## src/rtl/store_rmw_ctrl.sv

```systemverilog
// store_rmw_ctrl: sequences MEM-stage loads and stores onto a word-only,
// single-port data RAM with synchronous read. Byte and halfword stores run as
// read-modify-write: read the word, merge the lane, write the whole word back.
//
// Handshake: a request is taken in the cycle where in_req and out_ready are
// both high (out_ready is high only while idle and out of reset). in_we,
// in_address and in_wd are captured in that cycle and ignored afterwards.
// Completion is a single-cycle out_done pulse; out_err and out_rd are
// meaningful only alongside it. While busy, out_stall holds the pipeline.
module store_rmw_ctrl #(
  parameter bit ALIGN_CHK = 1'b1
) (
  input  logic        clk,
  input  logic        rst_n,
  input  logic        in_req,
  input  logic [1:0]  in_we,
  input  logic [31:0] in_address,
  input  logic [31:0] in_wd,
  output logic        out_ready,
  output logic        out_stall,
  output logic        out_done,
  output logic        out_err,
  output logic [31:0] out_rd,
  output logic [31:0] mem_addr,
  output logic        mem_re,
  output logic        mem_we,
  output logic [31:0] mem_wd,
  input  logic [31:0] mem_rd
);

  typedef enum logic [2:0] {
    IDLE = 3'd0,
    RD   = 3'd1,
    CAP  = 3'd2,
    WR   = 3'd3,
    RSP  = 3'd4
  } state_t;

  state_t      state;
  state_t      state_nxt;

  // Captured request fields (only what later states need).
  logic [1:0]  we_q;
  logic [1:0]  lane_q;
  logic [15:0] wd_q;
  logic        err_q;

  // Word headed for the RAM write port (also holds captured load data).
  logic [31:0] data_q;

  logic        accept;
  logic        misaligned;
  logic [31:0] merged;

  assign out_ready = rst_n & (state == IDLE);
  assign accept    = in_req & out_ready;
  assign out_stall = in_req & ~out_ready;

  // Moore outputs; strobes are gated by reset so a reset cycle never touches memory.
  assign mem_re    = rst_n & (state == RD);
  assign mem_we    = rst_n & (state == WR);
  assign out_done  = rst_n & (state == RSP);
  assign out_err   = rst_n & (state == RSP) & err_q;
  assign mem_wd    = data_q;

  // Alignment check on the incoming request; bytes can never be misaligned.
  always_comb begin
    misaligned = 1'b0;
    if (ALIGN_CHK) begin
      case (in_we)
        2'b10:        misaligned = in_address[0];
        2'b00, 2'b11: misaligned = |in_address[1:0];
        default:      misaligned = 1'b0;
      endcase
    end
  end

  // Little-endian lane merge of the captured store data into the read word.
  always_comb begin
    merged = mem_rd;
    if (we_q == 2'b01) begin
      case (lane_q)
        2'd0:    merged[7:0]   = wd_q[7:0];
        2'd1:    merged[15:8]  = wd_q[7:0];
        2'd2:    merged[23:16] = wd_q[7:0];
        default: merged[31:24] = wd_q[7:0];
      endcase
    end else if (we_q == 2'b10) begin
      if (lane_q[1]) merged[31:16] = wd_q;
      else           merged[15:0]  = wd_q;
    end
  end

  // Next-state logic: loads and sub-word stores read first, word stores write directly.
  always_comb begin
    state_nxt = state;
    case (state)
      IDLE: begin
        if (accept) begin
          if (misaligned)          state_nxt = RSP;
          else if (in_we == 2'b11) state_nxt = WR;
          else                     state_nxt = RD;
        end
      end
      RD:      state_nxt = CAP;
      CAP:     state_nxt = (we_q == 2'b00) ? RSP : WR;
      WR:      state_nxt = RSP;
      RSP:     state_nxt = IDLE;
      default: state_nxt = IDLE;
    endcase
  end

  // State register, request capture, address/data registers and load result.
  always_ff @(posedge clk) begin
    if (!rst_n) begin
      state    <= IDLE;
      we_q     <= 2'b00;
      lane_q   <= 2'b00;
      wd_q     <= 16'h0000;
      err_q    <= 1'b0;
      data_q   <= 32'h0000_0000;
      mem_addr <= 32'h0000_0000;
      out_rd   <= 32'h0000_0000;
    end else begin
      state <= state_nxt;
      if (accept) begin
        we_q   <= in_we;
        lane_q <= in_address[1:0];
        wd_q   <= in_wd[15:0];
        err_q  <= misaligned;
        if (!misaligned) begin
          // Presented from the first memory cycle (RD or WR) onward.
          mem_addr <= {in_address[31:2], 2'b00};
          if (in_we == 2'b11) data_q <= in_wd;
        end
      end
      if (state == CAP) begin
        data_q <= (we_q == 2'b00) ? mem_rd : merged;
        if (we_q == 2'b00) out_rd <= mem_rd;
      end
    end
  end

endmodule

```

## config.mk

```make
export PLATFORM = sky130hd
export DESIGN_NAME = store_rmw_ctrl
export DESIGN_NICKNAME = d
export VERILOG_FILES = /design/src/rtl/store_rmw_ctrl.sv
export SDC_FILE = /design/constraint.sdc
export NUM_CORES = 1
export LEC_CHECK = 0
export CORE_ASPECT_RATIO = 1.1
export CORE_MARGIN = 5
export CORE_UTILIZATION = 44
export DETAILED_ROUTE_END_ITERATION = 8
export GPL_TIMING_DRIVEN = 0
export PLACE_DENSITY = 0.91
export SYNTH_ARGS = -nofsm -noshare
export SYNTH_HDL_FRONTEND = slang
export SYNTH_SLANG_ARGS = --single-unit
```

## constraint.sdc

```tcl
create_clock -name clk -period 2.57 [get_ports clk]
set_clock_uncertainty 0.2 [all_clocks]
set_input_delay 0.514 -clock clk [delete_from_list [all_inputs] [get_ports clk]]
set_output_delay 0.514 -clock clk [all_outputs]
set_load 0.05 [all_outputs]
```

## Yosys cells after proc, flatten, opt, wreduce, memory -nomap -nowiden

Index checks and enable logic that the tools add are counted.

| storage, ports and cells | value |
|---|---|
| register bits | 118 |
| output and inout port bits | 102 |
| word-level logic and storage cells | 60 |

| cells by class | value |
|---|---|
| equal/unequal tests | 12 |
| muxes and demuxes | 19 |
| bitwise gates (word level) | 9 |
| reductions and logical operators | 12 |

Operators with widths:

| kind | count |
|---|---|
| 32-bit two-way mux | 7 |
| 16-bit two-way mux | 2 |
| 8-bit two-way mux | 4 |
| 3-bit case mux with 4 select lines | 1 |
| 3-bit two-way mux | 3 |
| 2-bit equality test, second input constant | 4 |
| 1-bit bitwise AND | 7 |
| 3-bit by 2-bit equality test with 1-bit output, second input constant | 2 |
| 2-bit zero test | 3 |
| 2-bit by 1-bit equality test with 1-bit output, second input constant | 2 |
| 2-bit AND reduction | 2 |
| 2-bit nonzero test | 2 |
| 2-bit OR reduction | 2 |
| 3-bit by 1-bit equality test with 1-bit output, second input constant | 1 |
| 3-bit equality test, second input constant | 1 |
| 3-bit zero test | 1 |
| 3-bit AND reduction | 1 |
| 3-bit OR reduction | 1 |
| 2-bit two-way mux | 1 |
| 2-bit by 1-bit != test with 1-bit output, second input constant | 1 |
| 2-bit != test, second input constant | 1 |
| 1-bit inverter | 2 |
| 1-bit case mux with 2 select lines | 1 |

## Longest topological paths before layout

Gate-level depths: netlist of run 1.

| logic depth | value |
|---|---|
| depth in word-level cells | 6 |
| gate-level depth with buffers | 8 |

## Worst setup path before layout of run 1

Ideal clock, no wire load.

| timing | value |
|---|---|
| path type | input to output |
| start | input port rst_n |
| end | output port out_err |
| arrival time | 2.497 ns |
| setup slack | -0.641 ns |
| cell stages on the path | 4 |
| path buffers | 1 |
| path through | clkbuf_1 nand2_1 nor3_1 and2_1 |

| between the ends | value |
|---|---|
| word-level cells in the longest chain between the ends | 2 |

Ends and longest elaborated chain:

| element | RTL line | source |
|---|---|---|
| start, declared | 14 | `input logic rst_n,` |
| 1-bit bitwise AND | n/a |  |
| named net out_done | 21 | `output logic out_done,` |
| 1-bit bitwise AND | 63 | `assign out_err = rst_n & (state == RSP) & err_q;` |
| end, declared | 22 | `output logic out_err,` |

The timed path passes the listed nets, and every way through them passes these cells.

## Final worst setup path of run 1

| timing | value |
|---|---|
| start | register state[2] |
| end | output port out_stall |

| between the ends | value |
|---|---|
| word-level cells in the longest chain between the ends | 4 |

Ends and longest elaborated chain:

| element | RTL line | source |
|---|---|---|
| start, declared | 39 | `state_t state;` |
| start signal, assigned | 125 | `state <= state_nxt;` |
| 3-bit zero test | 55 | `assign out_ready = rst_n & (state == IDLE);` |
| 1-bit bitwise AND | 55 |  |
| 1-bit inverter | 57 | `assign out_stall = in_req & ~out_ready;` |
| 1-bit bitwise AND | 57 |  |
| end, declared | 20 | `output logic out_stall,` |

No other way between the ends.

==> results of run 1 <==
==> Yosys cell counts, types with 3 or more instances <==
| library cell | instances |
|---|---|
| nand2_1 | 183 |
| dfxtp_1 | 118 |
| a21oi_1 | 65 |
| clkbuf_1 | 33 |
| a211oi_1 | 32 |
| mux2i_1 | 31 |
| o21ai_0 | 24 |
| and3_1 | 17 |
| buf_2 | 15 |
| nand3_1 | 13 |
| nor2_1 | 12 |
| a311o_1 | 11 |
| nor3_1 | 9 |
| o221ai_1 | 9 |
| and3b_1 | 7 |
| buf_6 | 6 |
| a2111oi_0 | 5 |
| nand2b_1 | 5 |
| o211ai_1 | 5 |
| nor3b_1 | 4 |
| a2111oi_1 | 3 |
| ha_1 | 3 |
| inv_1 | 3 |
| o2111ai_1 | 3 |
| o21bai_1 | 3 |
| or3_1 | 3 |
==> through the flow <==
step / instances / setup slack [ns] / hold slack [ns] / total power (uW) / cell area [um^2]
3_3_place_gp: 1009 / -1.11 / 0.241 / 3350 / 7590
3_5_place_dp: 1009 / -1.12 / 0.247 / 3370 / 7590
5_1_grt: 1048 / 0.00869 / 0.248 / 6360 / 8380
2_1_floorplan: 655 / -0.181 / 0.240 / 2840 / 5400
6_report: 1048 / 0.0545 / 0.230 / 6200 / 8380
4_1_cts: 1044 / 0.00399 / 0.254 / 6170 / 8350
==> logic make-up (layout without fill, tap and decap cells) <==
kind of cell	after synthesis	in the layout	share of synthesized area, %
compound gates	168	168	21.0
fa+ha+maj	3	3	0.698
buf+inv	64	302	5.81
flops	118	118	43.9
mux	32	32	5.98
other cells	1	3	0.0697
simple gates	268	268	22.6
==> worst min-delay path, cell delays in order <==
cell and delay (ns):
clkbuf_2 0.12, nand2_1 0.05, o21ai_0 0.10
==> sequential cells by signal, indices dropped and copies added, names as in the netlist <==
register  cells
mem_wd       32
out_rd       32
mem_addr     30
wd_q         16
state         3
lane_q        2
we_q          2
err_q         1
==> worst max-delay path by stage <==
| stage | endpoint | slack [ns] | cells past startpoint | start |
|---|---|---|---|---|
| 6_report | out_stall | 0.05 | 6 | state[2] |
| 5_1_grt | out_stall | 0.009 | 6 | state[2] |
| 4_1_cts | out_stall | 0.004 | 6 | state[0] |
| 3_5_place_dp | out_ready | -1.12 | 6 | rst_n |
| 3_3_place_gp | out_ready | -1.11 | 6 | rst_n |
| 2_1_floorplan | out_err | -0.18 | 4 | rst_n |
==> cell type report <==
cell class	count	share of cell area, %
well taps	154	2.30
flip-flops and latches	118	28.3
repair buffers	210	24.6
diodes	1	0.0299
plain buffers	57	3.67
clock buffers	20	5.45
inverters	5	0.284
multi-input cells	473	32.7
clock inverters	10	2.69
==> per-layer routing <==
layer / global-route usage (%) / up-vias
met5: 0 / -
met4: 15.6 / 0
met3: 6.72 / 106
met2: 45.9 / 387
met1: 32.4 / 2808
li1: - / 2761
==> what timing repair did <==
item                                    4_1_cts  5_1_grt
hold buffers                                  0        0
setup buffers                                 7        3
endpoints found under the setup margin       39       25
gates resized for setup                      49        7
pin swaps                                     2        2
gates cloned                                  0        0
==> power by group <==
part | switching [uW] | internal (uW)
combinational | 834 | 525
sequential | 103 | 1960
clock | 825 | 1950
==> results.toml, run 1 <==
[min_path]
hold_depth = 3
worstHoldPathType = "in2reg"
hp-start = "in_we[0]"
min_to = "we_q[0]"

[setup_path]
r2r_cells = 5
critPathTopFamily = "simple AND/OR/NAND/NOR gates"
critPathArrivalTime_ns = 1.80
start_kind = "flop"
timing.rr.end = "mem_wd[6]"
end_kind = "output port"
crit_type = "reg2out"
crit_buf_inv = 4
regToRegStartpoint = "state[1]"
crit_chain = "or4b_4, clkinv_4, buf_12, buf_8, nor2_2, buf_6"
cp.required_ns = 1.86
cp_slowest_cell = "or4b_4"
cpPeakStageDelay_ns = 0.57
r2r_setup_slack_ns = 0.08
cp_max_fo = 5

[power_and_ir_drop]
p_leak_uw = 0.00321
power_density_nw_per_um2 = 739
vdd_drop_max_v = 0.000453

[synthesis]
synth_edf_count = 0
yosys.area.top_type = "dfxtp_1"
ys.flop_type = "dfxtp_1"
synthTopCellsByArea = "dfxtp_1 (44%), nand2_1 (13%), a21oi_1 (6.0%), mux2i_1 (5.8%), a211oi_1 (4.5%)"
seq_area_frac_synth_pct = 43.9
yosys_warnings = 0
synth_area_um2 = 5380
ys_ff_latch = 118
postSynthCellCount = 654
ys_async_sr_fraction_pct = 0
synth.avg_cell_area_um2 = 8.23
synth_cell_types = 50
yosysTopAreaCellShare_pct = 43.9

[timing]
min_period_ns = 2.52
fmax_mhz = 398
drv_slew = 0
worst_pin_slew_ns = 0.700
hold_violations = 0
fin_crit_sh_pct = 97.9
finalSetupViolCount = 0
rsz0062_at_grt = "false"
finalSetupTns_ns = 0
max_slew_margin_pct = 53.2

[layout]
register_area_um2 = 2370
nNetsFinal = 986
layout_common_cells = "clkdlybuf4s50_1 (191), nand2_1 (183), dfxtp_1 (115)"
drive_gt1_share_pct = 9.85
fin_util_pct = 69.6
nFillCells = 886
area_delta_synth_final_pct = 55.8
multi_input_area_um2 = 2740
final_common_cell = "clkdlybuf4s50_1"

[routing]
wl_met2_um = 9890
drcViolationCount = 0
wire_per_inst_um = 19.8
viasPerCell = 5.78
drtPass1Iterations = 5
wl_um = 20800
wl_met3_um = 1960
drtIter0Drc = 671
vias = 6062
highest_layer = "met4"
m1WireLength_um = 7610
ant_nets = 0

[die]
io_pins = 203
dieWidth_um = 115
die_y_um = 126
num_rows = 42
start_util_pct = 44.7
core_area_um2 = 12000
die_area_um2 = 14500

[clock_network]
clock_latency_ns = 0.42
tritoncts = "built"
clock-sinks = 118
clock_path_buffers = 2
path_clk_slew_ns = 0.05
htree_levels = 4
cts.root.buffer_cell = "clkbuf_16"
cts_buffers = 17

[placement]
place_congestion = 0.941
io_buffers = 200
post-dp-hpwl_um = 14900

[global_routing]
grt_antenna_before_repair = 1
grt-ovfl-total = 0
grt_usage_pct = 27.7
grt_pass1_wl_um = 31100
grt_pass1_vias = 5937
grt_max_degree = 17

[job]
cap_violations = 0

[run_status]
outcome = "finished, final reports clean"
Power figures use the tool's default switching activity.
==> inputs of run 2 (changes only) <==
- CAP_MARGIN: unset -> 10
- MAX_ROUTING_LAYER: unset -> met4
==> run 2 against run 1 <==
  * Critical path type unchanged
  * First-iteration DRC count is 20% higher
  * Hold slack better by 0.020 ns
  * Power is 2.8% lower
  * Count of clock-buffer cells in the layout stayed put
  * Clock power is 6% lower
  * Die area stayed put
  * Core utilization is 0.20 points lower
  * Combinational power hardly changed
  * Critical path depth stayed put
  * Global-route usage is 0.78 points higher
  * Final area is 0.28% lower
==> results.toml, run 2 (synthesized netlist as in run 1, its figures left out) <==
[die]
dieWidth_um = 115
die_y_um = 126
core_area_um2 = 12000
die_area_um2 = 14500
num_rows = 42
start_util_pct = 44.7
io_pins = 203

[global_routing]
grt_antenna_before_repair = 0
grt_usage_pct = 28.5
grt_pass1_vias = 5839
grt_max_degree = 17
grt_pass1_wl_um = 31400
grt-ovfl-total = 0

[run_status]
outcome = "finished, final reports clean"

[routing]
drcViolationCount = 0
wl_met2_um = 9950
wl_um = 20700
ant_nets = 0
drtIter0Drc = 805
highest_layer = "met4"
drtPass1Iterations = 7
viasPerCell = 5.78
vias = 6068
m1WireLength_um = 7740
wire_per_inst_um = 19.8
wl_met3_um = 1810

[clock_network]
clock_latency_ns = 0.42
path_clk_slew_ns = 0.05
tritoncts = "built"
htree_levels = 4
cts_buffers = 17
clock-sinks = 118
cts_hold_buf = 0
clock_path_buffers = 2
cts.root.buffer_cell = "clkbuf_16"

[timing]
setup_slack_ns = 0.0432
drv_slew = 0
fmax_mhz = 396
rsz0062_at_grt = "false"
worst_pin_slew_ns = 0.650
min_period_ns = 2.53
hold_violations = 0
fin_crit_sh_pct = 98.3
max_slew_margin_pct = 56.5
finalSetupViolCount = 0

[power_and_ir_drop]
p_leak_uw = 0.00319
pwr-share-seq_pct = 34.1
switching_share_pct = 29.8
p_int_uw = 4230
netSwitchingPower_uw = 1800
combPwrFrac_pct = 22.7
vdd_drop_max_v = 0.000420
power_density_nw_per_um2 = 721
power.total_uw = 6020
clockPowerShare_pct = 43.2

[setup_path]
r2r_cells = 9
end_kind = "output port"
cp.required_ns = 1.86
start_kind = "flop"
critPathArrivalTime_ns = 1.81
crit_type = "reg2out"
cp_max_fo = 4

[placement]
post-dp-hpwl_um = 14800
place_congestion = 0.944
place_ws_ns = -1.14
io_buffers = 200

[min_path]
hold_depth = 2
worstHoldPathType = "reg2reg"

[job]
cap_violations = 0

[layout]
nNetsFinal = 986
num_antenna_cells = 0
final_common_cell = "clkdlybuf4s50_1"
area_delta_synth_final_pct = 55.3
layout_common_cells = "clkdlybuf4s50_1 (191), nand2_1 (183), dfxtp_1 (116)"
drive_gt1_share_pct = 9.94
[run 2: cell count changes in the layout (fill, tap and decap cells not counted), moves of 2 or more]
cell        delta
buf_2          +2
bufinv_16      -2
clkbuf_2       -2
clkinv_4       +2
clkinvlp_4     +2
[run 2: layer usage]
layer	up-vias	global-route usage [%]
li1	2770	-
met1	2826	33.4
met2	369	45.4
met3	103	5.95
met4	0	15.3
met5	-	-
[run 2: path summary, 6_finish.rpt]
| path | startpoint | end | slack (ns) |
|---|---|---|---|
| max | state[1] | out_stall | 0.04 |
| max reg2reg | state[1] | mem_addr[18] | 0.11 |
| min reg2reg | mem_addr[31] | mem_addr[31] | 0.25 |
| min | mem_addr[31] | mem_addr[31] | 0.25 |
[run 2: layout make-up]
cell class / count / area, um^2
plain buffers: 57 / 302
repair buffers: 210 / 2070
inverters: 5 / 26.3
clock buffers: 20 / 447
well taps: 154 / 193
flip-flops and latches: 118 / 2370
fillers: 882 / 3680
multi-input cells: 473 / 2750
clock inverters: 12 / 201
[run 2: stage by stage]
step	hold WS, ns	instances	util [%]	cell area, um^2	TNS, ns
2_1_floorplan	0.240	655	-	5400	-0.181
3_3_place_gp	0.241	1009	63.1	7590	-42.70
3_5_place_dp	0.246	1009	63.1	7590	-45.69
4_1_cts	0.253	1049	69.4	8360	0
5_1_grt	0.268	1049	69.4	8360	0
6_report	0.250	1049	69.4	8360	0
[run 2: power groups by stage]
stage | Clock, uW | Sequential (uW) | Combinational, uW
floorplan | 0 | 2360 | 480
global placement | 0 | 2080 | 1270
detailed placement | 0 | 2090 | 1290
CTS | 2610 | 2050 | 1350
global route | 2690 | 2070 | 1430
finish | 2600 | 2060 | 1370
[run 2: repair_timing]
action | CTS | global route
setup buffers | 9 | 1
setup endpoints to repair | 45 | 14
pin swaps | 2 | 1
gates resized for setup | 51 | 3
[run 2: worst max-delay path, cell delays in order (launching register included)]
cell     delay [ns]
dfxtp_2        0.32
buf_6          0.11
or4b_4         0.58
inv_8          0.08
buf_12         0.11
nor2_2         0.04
buf_6          0.16
==> inputs of run 3 (changes only) <==
- ABC_AREA: unset -> 1
- CORE_UTILIZATION: 44 -> 45
- PLACE_DENSITY: 0.91 -> 0.89
==> run 3 against run 2 <==
  * Combinational power up 23%
  * First-iteration DRC count decreased by 9.9%
  * Non-clock buffer count down 7
  * Highest routed layer unchanged
  * Critical path type unchanged
  * Clock power about the same
  * Final cell count is 37% higher
  * Routed wire length up 7.1%
  * Power rose by 5.2%
  * Critical path depth unchanged
  * Die area grew 13%
  * Flip-flop and latch count unchanged
==> results.toml, run 3 <==
[job]
cap_violations = 0

[die]
die_y_um = 134
die_area_um2 = 16500
num_rows = 45
core_area_um2 = 13800
start_util_pct = 45.7
io_pins = 203
dieWidth_um = 123

[setup_path]
critPathArrivalTime_ns = 1.74
end_kind = "output port"
crit_buf_inv = 3
critPathTopFamily = "simple AND/OR/NAND/NOR gates"
cp_max_fo = 4
start_kind = "flop"
crit_path_end = "out_ready"
crit_cells = 6
timing.rr.end = "mem_wd[7]"
r2r_setup_slack_ns = 0.52
crit_chain = "nor2_1, inv_1, nor2_2, inv_1, nor2_2, clkbuf_4"
cp_slowest_cell = "dfxtp_1"
r2r_cells = 10
cpPeakStageDelay_ns = 0.33
regToRegStartpoint = "we_q[0]"
cp.required_ns = 1.86
crit_type = "reg2out"
worstSetupStartpoint = "state[0]"

[layout]
final_common_cell = "nand2_1"
finalInstanceArea_um2 = 9200
num_antenna_cells = 0
area_delta_synth_final_pct = 45.8
drive_gt1_share_pct = 7.51
nNetsFinal = 1343
layout_common_cells = "nand2_1 (339), clkdlybuf4s50_1 (193), nor2_1 (122)"

[synthesis]
yosysTopAreaCellShare_pct = 37.5
synth_cell_types = 27
ys.flop_type = "dfxtp_1"
synth.most_common_cell = "nand2_1"
seq_area_frac_synth_pct = 37.5
synth.avg_cell_area_um2 = 6.19
synth_area_um2 = 6310
yosys.area.top_type = "dfxtp_1"
ys_ff_latch = 118
synth_edf_count = 0
synth_common_cells = "nand2_1 (339), nor2_1 (124), dfxtp_1 (118), inv_1 (115), a21oi_1 (72)"
synthTopCellsByArea = "dfxtp_1 (37%), nand2_1 (20%), nor2_1 (7.4%), inv_1 (6.8%), a21oi_1 (5.7%)"
ys_async_sr_fraction_pct = 0
yosys_warnings = 0
postSynthCellCount = 1019

[timing]
finalSetupViolCount = 0
drv_slew = 0
max_slew_margin_pct = 51.8
hold_violations = 0
finalSetupTns_ns = 0
min_period_ns = 2.45
fmax_mhz = 408
fin_crit_sh_pct = 95.3
rsz0062_at_grt = "false"
worst_pin_slew_ns = 0.723
setup_slack_ns = 0.120

[placement]
io_buffers = 200
place_ws_ns = -0.939
post-dp-hpwl_um = 16800
place_congestion = 0.965
dpl-instance-area_um2 = 8560

[clock_network]
clock_path_buffers = 2
path_clk_slew_ns = 0.06
htree_levels = 4
clock_latency_ns = 0.42
post_cts_buffers = 0
clock-sinks = 118
cts_buffers = 17
tritoncts = "built"
cts.root.buffer_cell = "clkbuf_16"

[routing]
highest_layer = "met4"
vias = 7431
drcViolationCount = 0
drtIter0Drc = 725
drtPass1Iterations = 7
viasPerCell = 5.16
wl_met3_um = 2490
ant_nets = 0
wl_met2_um = 10500
wire_per_inst_um = 15.4
wl_um = 22200
m1WireLength_um = 8490

[run_status]
outcome = "finished, final reports clean"

[global_routing]
grt_pass1_vias = 7370
grt_antenna_before_repair = 0
grt_max_degree = 17
grt_usage_pct = 27.8
grt_pass1_wl_um = 35000
grt-ovfl-total = 0

[power_and_ir_drop]
power_density_nw_per_um2 = 689
vdd_drop_max_v = 0.000542
p_leak_uw = 0.00414

[min_path]
worstHoldPathType = "reg2reg"
hp-start = "out_rd[0]"
## run 3: final cells by class
type                            instances  area (um^2)
Sequential cell                       118         2360
Multi-Input combinational cell        722         3230
Clock inverter                          8          143
Buffer                                 60          288
Timing Repair Buffer                  200         1980
Tap cell                              188          235
Inverter                              120          450
Fill cell                            1203         4600
Clock buffer                           23          508
## run 3: per-layer routing
metal	GRT usage, %	vias to the layer above
met5	-	-
met4	13.6	0
met3	8.31	74
met2	44.2	396
li1	-	3634
met1	31.8	3327
## run 3: repair_timing
action,CTS,global route
gates resized for setup,35,4
setup endpoints to repair,6,3
hold buffers,0,0
## run 3: kinds of logic (layout without fill, tap and decap cells)
| kind of cell | Yosys count | count (layout) | share of synthesized area [%] |
|---|---|---|---|
| adder cells (fa/ha/maj) | 3 | 3 | 0.595 |
| flip-flops | 118 | 118 | 37.5 |
| other | 1 | 2 | 0.0595 |
| AND/OR/NAND/NOR | 556 | 556 | 35.8 |
| AO/OA/AOI/OAI | 161 | 161 | 14.5 |
| buffers and inverters | 180 | 411 | 11.7 |
## run 3: worst min path at each step
| stage | end | depth (start not counted) |
|---|---|---|
| finish | out_rd[0] | 2 |
| global route | out_rd[0] | 2 |
| CTS | out_rd[4] | 2 |
| detailed placement | out_rd[4] | 2 |
| global placement | out_rd[4] | 2 |
| floorplan | wd_q[10] | 2 |
## run 3: worst reg2reg max path, delay by kind of cell (launching register included)
| family | cells | cell delay (ns) |
|---|---|---|
| buffers and inverters | 3 | 0.60 |
| DFF | 1 | 0.32 |
| and+or+nand+nor | 7 | 0.81 |
## run 3: stage by stage
stage	hold WS [ns]	total power, uW	util [%]	instances
final	0.260	6340	66.7	1439
after global routing	0.275	6580	66.7	1439
after CTS	0.261	6330	66.7	1439
after detailed placement	0.252	3720	62.1	1408
after global placement	0.250	3690	62.1	1408
after floorplan	0.249	3130	-	1020
## run 3: report_power, final
group / internal, uW / switching (uW)
Combinational: 570 / 1110
Sequential: 1970 / 68.7
Clock: 1770 / 853
